`config.mk`:
```
export PLATFORM = sky130hd
export DESIGN_NAME = mul32_seq_ctrl
export DESIGN_NICKNAME = d
export VERILOG_FILES = /design/src/rtl/mul32_seq_ctrl.sv
export SDC_FILE = /design/constraint.sdc
export NUM_CORES = 1
export LEC_CHECK = 0
export ABC_AREA = 1
export BUFFER_PORTS_ARGS = -buffer_cell sky130_fd_sc_hd__clkbuf_2
export CORE_UTILIZATION = 45
export DETAILED_ROUTE_END_ITERATION = 8
export PLACE_DENSITY = 0.72
export SLEW_MARGIN = 0
export SYNTH_ARGS = -nofsm -noshare
export SYNTH_HDL_FRONTEND = slang
export SYNTH_SLANG_ARGS = --single-unit
```
`constraint.sdc`:
```
create_clock -name clk -period 9.3 [get_ports clk]
set_input_delay 1.86 -clock clk [delete_from_list [all_inputs] [get_ports clk]]
set_output_delay 1.86 -clock clk [all_outputs]
set_load 0.02 [all_outputs]
```
`src/rtl/mul32_seq_ctrl.sv`:
```
// Sequential 32x32 unsigned multiplier: four 16x16 partials through one shared Vedic core.
// Define MUL_SEQ_ACC_EN to keep a running sum across transactions (adds the acc_clr port).

module Vedic_mul_16x16 (
  input  logic [15:0] a,
  input  logic [15:0] b,
  output logic [31:0] p
);
  logic [15:0] ll, lh, hl, hh;
  logic [16:0] mid;

  // Urdhva-tiryagbhyam on 8-bit digits: vertical terms at the ends, crosswise sum in the middle.
  assign ll  = a[7:0]  * b[7:0];
  assign lh  = a[7:0]  * b[15:8];
  assign hl  = a[15:8] * b[7:0];
  assign hh  = a[15:8] * b[15:8];
  assign mid = {1'b0, lh} + {1'b0, hl};
  assign p   = {hh, ll} + {7'b0, mid, 8'b0};
endmodule

module mul32_seq_ctrl (
  input  logic        clk,
  input  logic        rst,
  input  logic        in_valid,
  output logic        in_ready,
  input  logic [31:0] a,
  input  logic [31:0] b,
  output logic        out_valid,
  input  logic        out_ready,
`ifdef MUL_SEQ_ACC_EN
  input  logic        acc_clr,
`endif
  output logic [63:0] out,
  output logic        busy
);
  typedef enum logic [2:0] {IDLE, P0, P1, P2, P3, DONE} state_t;

  state_t      state_q, state_d;
  logic [31:0] a_q, b_q;
  logic [63:0] acc_q;
  logic [15:0] ma, mb;
  logic [31:0] prod;
  logic [63:0] partial;
  logic        accept;

  Vedic_mul_16x16 u_core (
    .a (ma),
    .b (mb),
    .p (prod)
  );

  always_comb begin
    state_d   = state_q;
    in_ready  = 1'b0;
    out_valid = 1'b0;
    busy      = 1'b1;
    accept    = 1'b0;
    case (state_q)
      IDLE: begin
        in_ready = 1'b1;
        busy     = 1'b0;
        accept   = in_valid;
        if (in_valid) state_d = P0;
      end
      P0:   state_d = P1;
      P1:   state_d = P2;
      P2:   state_d = P3;
      P3:   state_d = DONE;
      DONE: begin
        out_valid = 1'b1;
        if (out_ready) state_d = IDLE;
      end
      default: state_d = IDLE;
    endcase
  end

  always_comb begin
    ma      = a_q[15:0];
    mb      = b_q[15:0];
    partial = {32'b0, prod};
    case (state_q)
      P1: begin
        ma      = a_q[31:16];
        partial = {16'b0, prod, 16'b0};
      end
      P2: begin
        mb      = b_q[31:16];
        partial = {16'b0, prod, 16'b0};
      end
      P3: begin
        ma      = a_q[31:16];
        mb      = b_q[31:16];
        partial = {prod, 32'b0};
      end
      default: ;
    endcase
  end

  always_ff @(posedge clk) begin
    if (rst) begin
      state_q <= IDLE;
      a_q     <= '0;
      b_q     <= '0;
      acc_q   <= '0;
    end else begin
      state_q <= state_d;
      case (state_q)
        IDLE: begin
          if (accept) begin
            a_q <= a;
            b_q <= b;
          end
`ifdef MUL_SEQ_ACC_EN
          if (acc_clr) acc_q <= '0;
`else
          if (accept) acc_q <= '0;
`endif
        end
        P0, P1, P2, P3: acc_q <= acc_q + partial;
        default: ;
      endcase
    end
  end

  assign out = acc_q;
endmodule

```
## Yosys cells after proc, flatten, opt, wreduce, memory -nomap -nowiden

Cells that the tools add are included.

| word-level totals | value |
|---|---|
| memories | 0 |
| bits of input ports | 68 |
| latch bits | 0 |
| bits in registers | 131 |
| bits in read-only memories | 0 |
| memory bits (writable) | 0 |

| operators by class | value |
|---|---|
| shift-type cells | 0 |
| eq/ne operators | 8 |
| reduce and logical (&&, ||, !) cells | 9 |
| bitwise logic cells | 0 |
| divide/modulo/power cells | 0 |
| add/subtract/negate cells | 3 |
| mux-type cells | 12 |
| $mul | 4 |
| order comparisons | 0 |

Operators by type and width:

| operator | count |
|---|---|
| $pmux 64 s2 | 2 |
| $add 64x64->64 | 1 |
| $mul 8x8->16 | 4 |
| $mux 64 | 1 |
| $add 32x25->32 | 1 |
| $mux 16 | 2 |
| $pmux 3 s6 | 1 |
| $add 16x16->17 | 1 |
| $eq 3x2->1 const B | 2 |
| $eq 3x3->1 const B | 2 |
| $mux 3 | 2 |
| $ne 2x2->1 const B | 3 |
| $reduce_and 2->1 | 3 |
| $reduce_or 2->1 | 3 |
| $mux 1 | 4 |
| $reduce_or 4->1 | 1 |
| $eq 3x1->1 const B | 1 |
| $logic_not 3->1 | 1 |
| $reduce_bool 2->1 | 1 |

## Logic depth before layout (Yosys ltp)

| depth | value |
|---|---|
| depth in word-level cells | 9 |
| depth in mapped cells | 65 |
| depth with buffers taken out | 63 |

## Modules after synthesis

Synthesis repeated with hierarchy kept, for this count alone.

| second synthesis, totals | value |
|---|---|
| cell total of the unflattened synthesis | 3486 |
| area total of the unflattened synthesis | 21339.2 µm² |

Modules (own cells, without submodules):

| module | instances | cells an instance | area an instance (µm²) | seq. area each (µm²) |
|---|---|---|---|---|
| mul32_seq_ctrl | 1 | 2015 | 11086.9 | 2622.5 |
| Vedic_mul_16x16 | 1 | 1471 | 10252.3 | 0.0 |

## Worst setup path before layout

No wires, ideal clock.

| timing path | value |
|---|---|
| kind | reg2reg |
| start point | register state_q[0] |
| end point | register acc_q[47], in the netlist out[47] |
| period minus slack after synthesis | 9.049 ns |
| buffers on the path | 2 |
| stages on the path, launching flop included | 59 |
| library setup time | 0.132 ns |
| arrival | 8.917 ns |
| setup slack | 0.251 ns |
| cells stage by stage | dfxtp_1 > nor2_1 > inv_2 > nand2_1 > o21ai_2 > inv_2 > buf_4 > buf_2 > o21ai_2 > inv_2 > nor2_1 > fa_1 > inv_1 > fa_1 > inv_1 > fa_1 > fa_1 > fa_1 > [23 not listed] > nand2_1 > inv_1 > nand2_1 > xnor2_1 > o22ai_1 > ha_1 > nand2_1 > nor2_1 > inv_1 > nor2_1 > inv_1 > nor3_1 > nand2_1 > nand2_1 > a21oi_1 > or2_0 > nand3_1 > a21oi_1 |

| between the ends | value |
|---|---|
| word-level cells in the longest chain between the ends | 9 |
| elaborated cells on any way between the ends | 24 |

Ends and longest elaborated chain:

| element | RTL line | source |
|---|---|---|
| start: declaration | 38 | `state_t state_q, state_d;` |
| start signal: assignment | 106 | `state_q <= state_d;` |
| $eq 3x2->1 or $eq 3x3->1 (tied branches) | 81, 107 |  |
| $reduce_or 2->1 (no line) | - |  |
| $mux 16 | 81 | `case (state_q)` |
| $mul 8x8->16, on equally long branches | 14, 15 |  |
| $add 16x16->17 | 17 | `assign mid = {1'b0, lh} + {1'b0, hl};` |
| $add 32x25->32 | 18 | `assign p = {hh, ll} + {7'b0, mid, 8'b0};` |
| $pmux 64 s2 | 81 |  |
| $add 64x64->64 | 119 | `P0, P1, P2, P3: acc_q <= acc_q + partial;` |
| $pmux 64 s2 | 107 | `case (state_q)` |
| end signal: assignment | 119 |  |
| end: declaration | 40 | `logic [63:0] acc_q;` |

Parallel ways exist; a longest one is shown, timed or not.
A chain may end at the register's enable or synchronous reset.

## Worst setup path in the final report

| timing path | value |
|---|---|
| start point | register state_q[0] |
| end point | register acc_q[60], in the netlist out[60] |

Same word-level chain as after synthesis.

==> results.py <==
metrics = {
    "critical_path": {
        "crit_path_top_delay_cell": "sky130_fd_sc_hd__fa_1",
        "worstPathRequired_ns": 9.61,
        "cp-start-kind": "flip-flop",
        "worstSetupEndpointType": "flip-flop",
        "worst_ep_arrival_time_ns": 9.94,
        "timing.critical_path.mode_cell": "sky130_fd_sc_hd__inv_1",
        "setup.reg_to_reg.worst_slack_ns": -0.33,
        "timing.critical_path.slowest_cell_delay_ns": 0.55,
        "worst-setup-path-type": "reg -> reg",
        "crit_fanout": 7,
    },
    "synth": {
        "synth-compound-area-share_pct": 15.0,
        "ys_warn_count": 0,
        "synth_register_bits": 131,
        "synth_xor_area_share_pct": 2.39,
        "netlist.area_leader.share_pct": 17.6,
        "top_post_synthesis_cells_by_area": "sky130_fd_sc_hd__fa_1 18%, sky130_fd_sc_hd__ha_1 14%, sky130_fd_sc_hd__dfxtp_1 14%",
        "synth_fa_ha_area_share_pct": 31.6,
        "synth_simple_gate_area_share_pct": 25.1,
        "synth_flop_cell": "sky130_fd_sc_hd__dfxtp_1",
        "post_synth_instance_area_um2": 19400,
        "synth_edf_count": 0,
        "synth.mux.area_fraction_pct": 0,
        "net_count_after_synthesis": 3378,
        "synth-async-reset-ratio_pct": 0,
        "synth.lib_cells_used.distinct": 42,
        "syn_inst": 2922,
        "synth.yosys.seq_area_share_pct": 13.5,
        "synthDominantAreaCellType": "sky130_fd_sc_hd__fa_1",
        "synth_area_per_cell_um2": 6.64,
        "main_combinational_cell_family_by_area_after_synthesis": "adder cells",
    },
    "detailed_routing": {
        "drt_pass_1_iters": 6,
        "drtAntennaViolNets": 0,
        "num_vias": 22400,
        "wire_per_inst_um": 18.3,
        "drc": 0,
        "postRouteWirelength_mm": 75.1,
        "drt-vias-per-instance": 5.46,
        "drt_first_iter_violations": 2014,
    },
    "floorplan": {
        "die-area_um2": 44000,
        "io_pins": 135,
        "die_height_um": 210,
        "placement_rows": 75,
        "floorplan.initialDensity_pct": 46.0,
        "die_x_um": 210,
        "core_region_area_um2": 42200,
    },
    "placement": {
        "place_ws_ns": -0.511,
        "place_hpwl_mm": 57.2,
        "finalWeightedCongestion": 1.03,
        "number_of_port_buffers": 134,
    },
    "grt": {
        "grt.total_usage_pct": 32.3,
        "number_of_antenna_violations_at_the_first_check_in_global_routing": 0,
        "pin_count_of_the_biggest_net_entering_global_routing": 98,
        "first_global_vias": 20600,
        "wire_length_of_the_first_global_routing_pass_mm": 110,
        "grt.overflow.total": 0,
    },
    "min_path": {
        "min-delay-path-class": "reg -> reg",
    },
    "sta": {
        "maxSlewHeadroom_pct": 9.44,
        "setup_ws_ns": -0.334,
        "worst_clock_skew_ns": 0.0145,
        "slew_limit_fails": 0,
        "timing.hold.ws_ns": 0.466,
        "clock.fmax_mhz": 104,
        "fin_crit_sh_pct": 104,
        "rsz0062_at_grt": "yes",
        "report.final.hold_viol_count": 0,
        "max_slew.worst_pin.slew_ns": 1.34,
        "fin_crit_ns": 9.63,
        "finalSetupViolCount": 41,
    },
    "clocking": {
        "hold_buffers": 0,
        "insertion_delay_ns": 0.48,
        "cts.sinks": 131,
        "cts.htree.levels": 4,
        "cts_max_path_buffers": 2,
        "clock_tree_from_tritoncts": "built",
        "path_clk_slew_ns": 0.07,
        "clock_buffers_created_by_tritoncts": 17,
        "cts.root.buffer_cell": "sky130_fd_sc_hd__clkbuf_16",
    },
    "power_and_ir_drop": {
        "power.share.sequential_pct": 7.8,
        "power.leakage_nw": 13.8,
        "power_switching_share_pct": 53.8,
        "max-vdd-ir-drop_mv": 0.381,
        "power.share.combinational_pct": 85.5,
        "p_sw_mw": 5.46,
        "clockPowerShare_pct": 6.7,
        "internal_power_mw": 4.68,
        "cellPowerDensity_nw_per_um2": 364,
    },
    "cells_and_area": {
        "syn_to_final_growth_pct": 43.6,
        "drive_gt1_share_pct": 34.4,
        "finalNetCount": 4008,
        "fillers": 3513,
        "antennaDiodeCount": 0,
    },
    "outcome": {
        "status": "complete, but fails checks",
        "failing_checks": "setup timing",
    },
    "run": {
        "maxCapViolations": 0,
    },
}
-- logic make-up after synthesis --
kind of cell / Yosys count
fa+ha+maj: 388
simple gates: 1209
buf+inv: 624
xor+xnor: 53
flops: 131
compound gates: 517
-- synth_stat cells, types with 20 or more instances --
cell type                  count
sky130_fd_sc_hd__fa_1        171
sky130_fd_sc_hd__inv_2        22
sky130_fd_sc_hd__o21ai_2      25
sky130_fd_sc_hd__dfxtp_1     131
sky130_fd_sc_hd__buf_2        27
sky130_fd_sc_hd__nand3_1     101
sky130_fd_sc_hd__nand2_1     647
sky130_fd_sc_hd__o21ai_0     100
sky130_fd_sc_hd__inv_1       536
sky130_fd_sc_hd__clkbuf_1     32
sky130_fd_sc_hd__o22ai_1      33
sky130_fd_sc_hd__nand4_1      20
sky130_fd_sc_hd__ha_1        217
sky130_fd_sc_hd__a211oi_1     33
sky130_fd_sc_hd__xor2_1       32
sky130_fd_sc_hd__nor2_1      382
sky130_fd_sc_hd__xnor2_1      21
sky130_fd_sc_hd__a21oi_1     279
-- worst paths after layout --
kind              start  endpoint  cells past startpoint
max          state_q[0]   out[60]                     57
min             b_q[25]   b_q[25]                      2
max reg2reg  state_q[0]   out[60]                     57
min reg2reg     b_q[25]   b_q[25]                      2
-- repair_timing --
item / CTS / global route
pin swaps: 107 / 187
buffers inserted: 46 / 55
setup endpoints to repair: 44 / 46
resized for setup: 241 / 452
cloned: 2 / 0
-- final cells by class --
cell class | instances | area [um^2] | share of cell area (%)
clock buffer | 19 | 443 | 1.59
clock inverter | 13 | 116 | 0.417
inverter | 558 | 2110 | 7.59
multi-input combinational | 2167 | 16900 | 60.6
sequential | 131 | 2630 | 9.43
tap | 539 | 674 | 2.42
timing repair buffer | 677 | 5010 | 18.0
-- power by group through the flow --
stage / Combinational [mW] / Sequential (mW) / Clock (mW)
after floorplan: 3.75 / 0.811 / 0
after global placement: 6.74 / 0.792 / 0
after detailed placement: 6.79 / 0.792 / 0
after CTS: 7.48 / 0.784 / 0.684
after global routing: 9.28 / 0.805 / 0.701
final: 8.67 / 0.796 / 0.679
-- worst max-delay path, delay by kind of cell (launching register included) --
kind | cells | cell delay, ns
adders and majority gates | 9 | 3.65
buffers and inverters | 21 | 2.18
and+or+nand+nor | 19 | 2.09
AOI/OAI and AO/OA | 6 | 0.82
xor gates and xnor gates | 2 | 0.38
DFF | 1 | 0.34
-- per-stage QoR --
stage	TNS [ns]	util (%)	total power, mW	std cells	area [um^2]
CTS	0	60.8	8.95	4049	25700
finish	-7.80	66.0	10.1	4104	27900
global route	-27.24	66.0	10.8	4104	27900
global placement	-12.67	56.5	7.54	3969	23800
floorplan	0	-	4.56	2922	19400
detailed placement	-13.46	56.5	7.58	3969	23800
-- state kept, by name, indices dropped and copies added (netlist names) --
name,cells
out,64
a_q,32
b_q,32
state_q,3
-- layer usage --
layer  wire length (um)  share of wire, %  global-route usage (%)
met5                  0                 0                       0
met4               2500               3.3                    10.8
met3               7750                10                    6.81
met2              34200                46                    50.1
met1              30700                41                    44.5
-- placed cells by master (no fill, tap or decap), types with 47 or more instances in the layout --
cell,instances
sky130_fd_sc_hd__nor2_1,277
sky130_fd_sc_hd__a21oi_1,195
sky130_fd_sc_hd__dfxtp_1,129
sky130_fd_sc_hd__nor2_4,50
sky130_fd_sc_hd__nand3_1,84
sky130_fd_sc_hd__nor2_2,58
sky130_fd_sc_hd__a21oi_2,72
sky130_fd_sc_hd__o21ai_0,47
sky130_fd_sc_hd__fa_1,165
sky130_fd_sc_hd__inv_2,65
sky130_fd_sc_hd__buf_4,501
sky130_fd_sc_hd__clkbuf_2,133
sky130_fd_sc_hd__nand2_1,573
sky130_fd_sc_hd__ha_1,185
sky130_fd_sc_hd__inv_1,486
sky130_fd_sc_hd__nand2_2,57
Note: power is estimated with default switching activity, not from simulation.
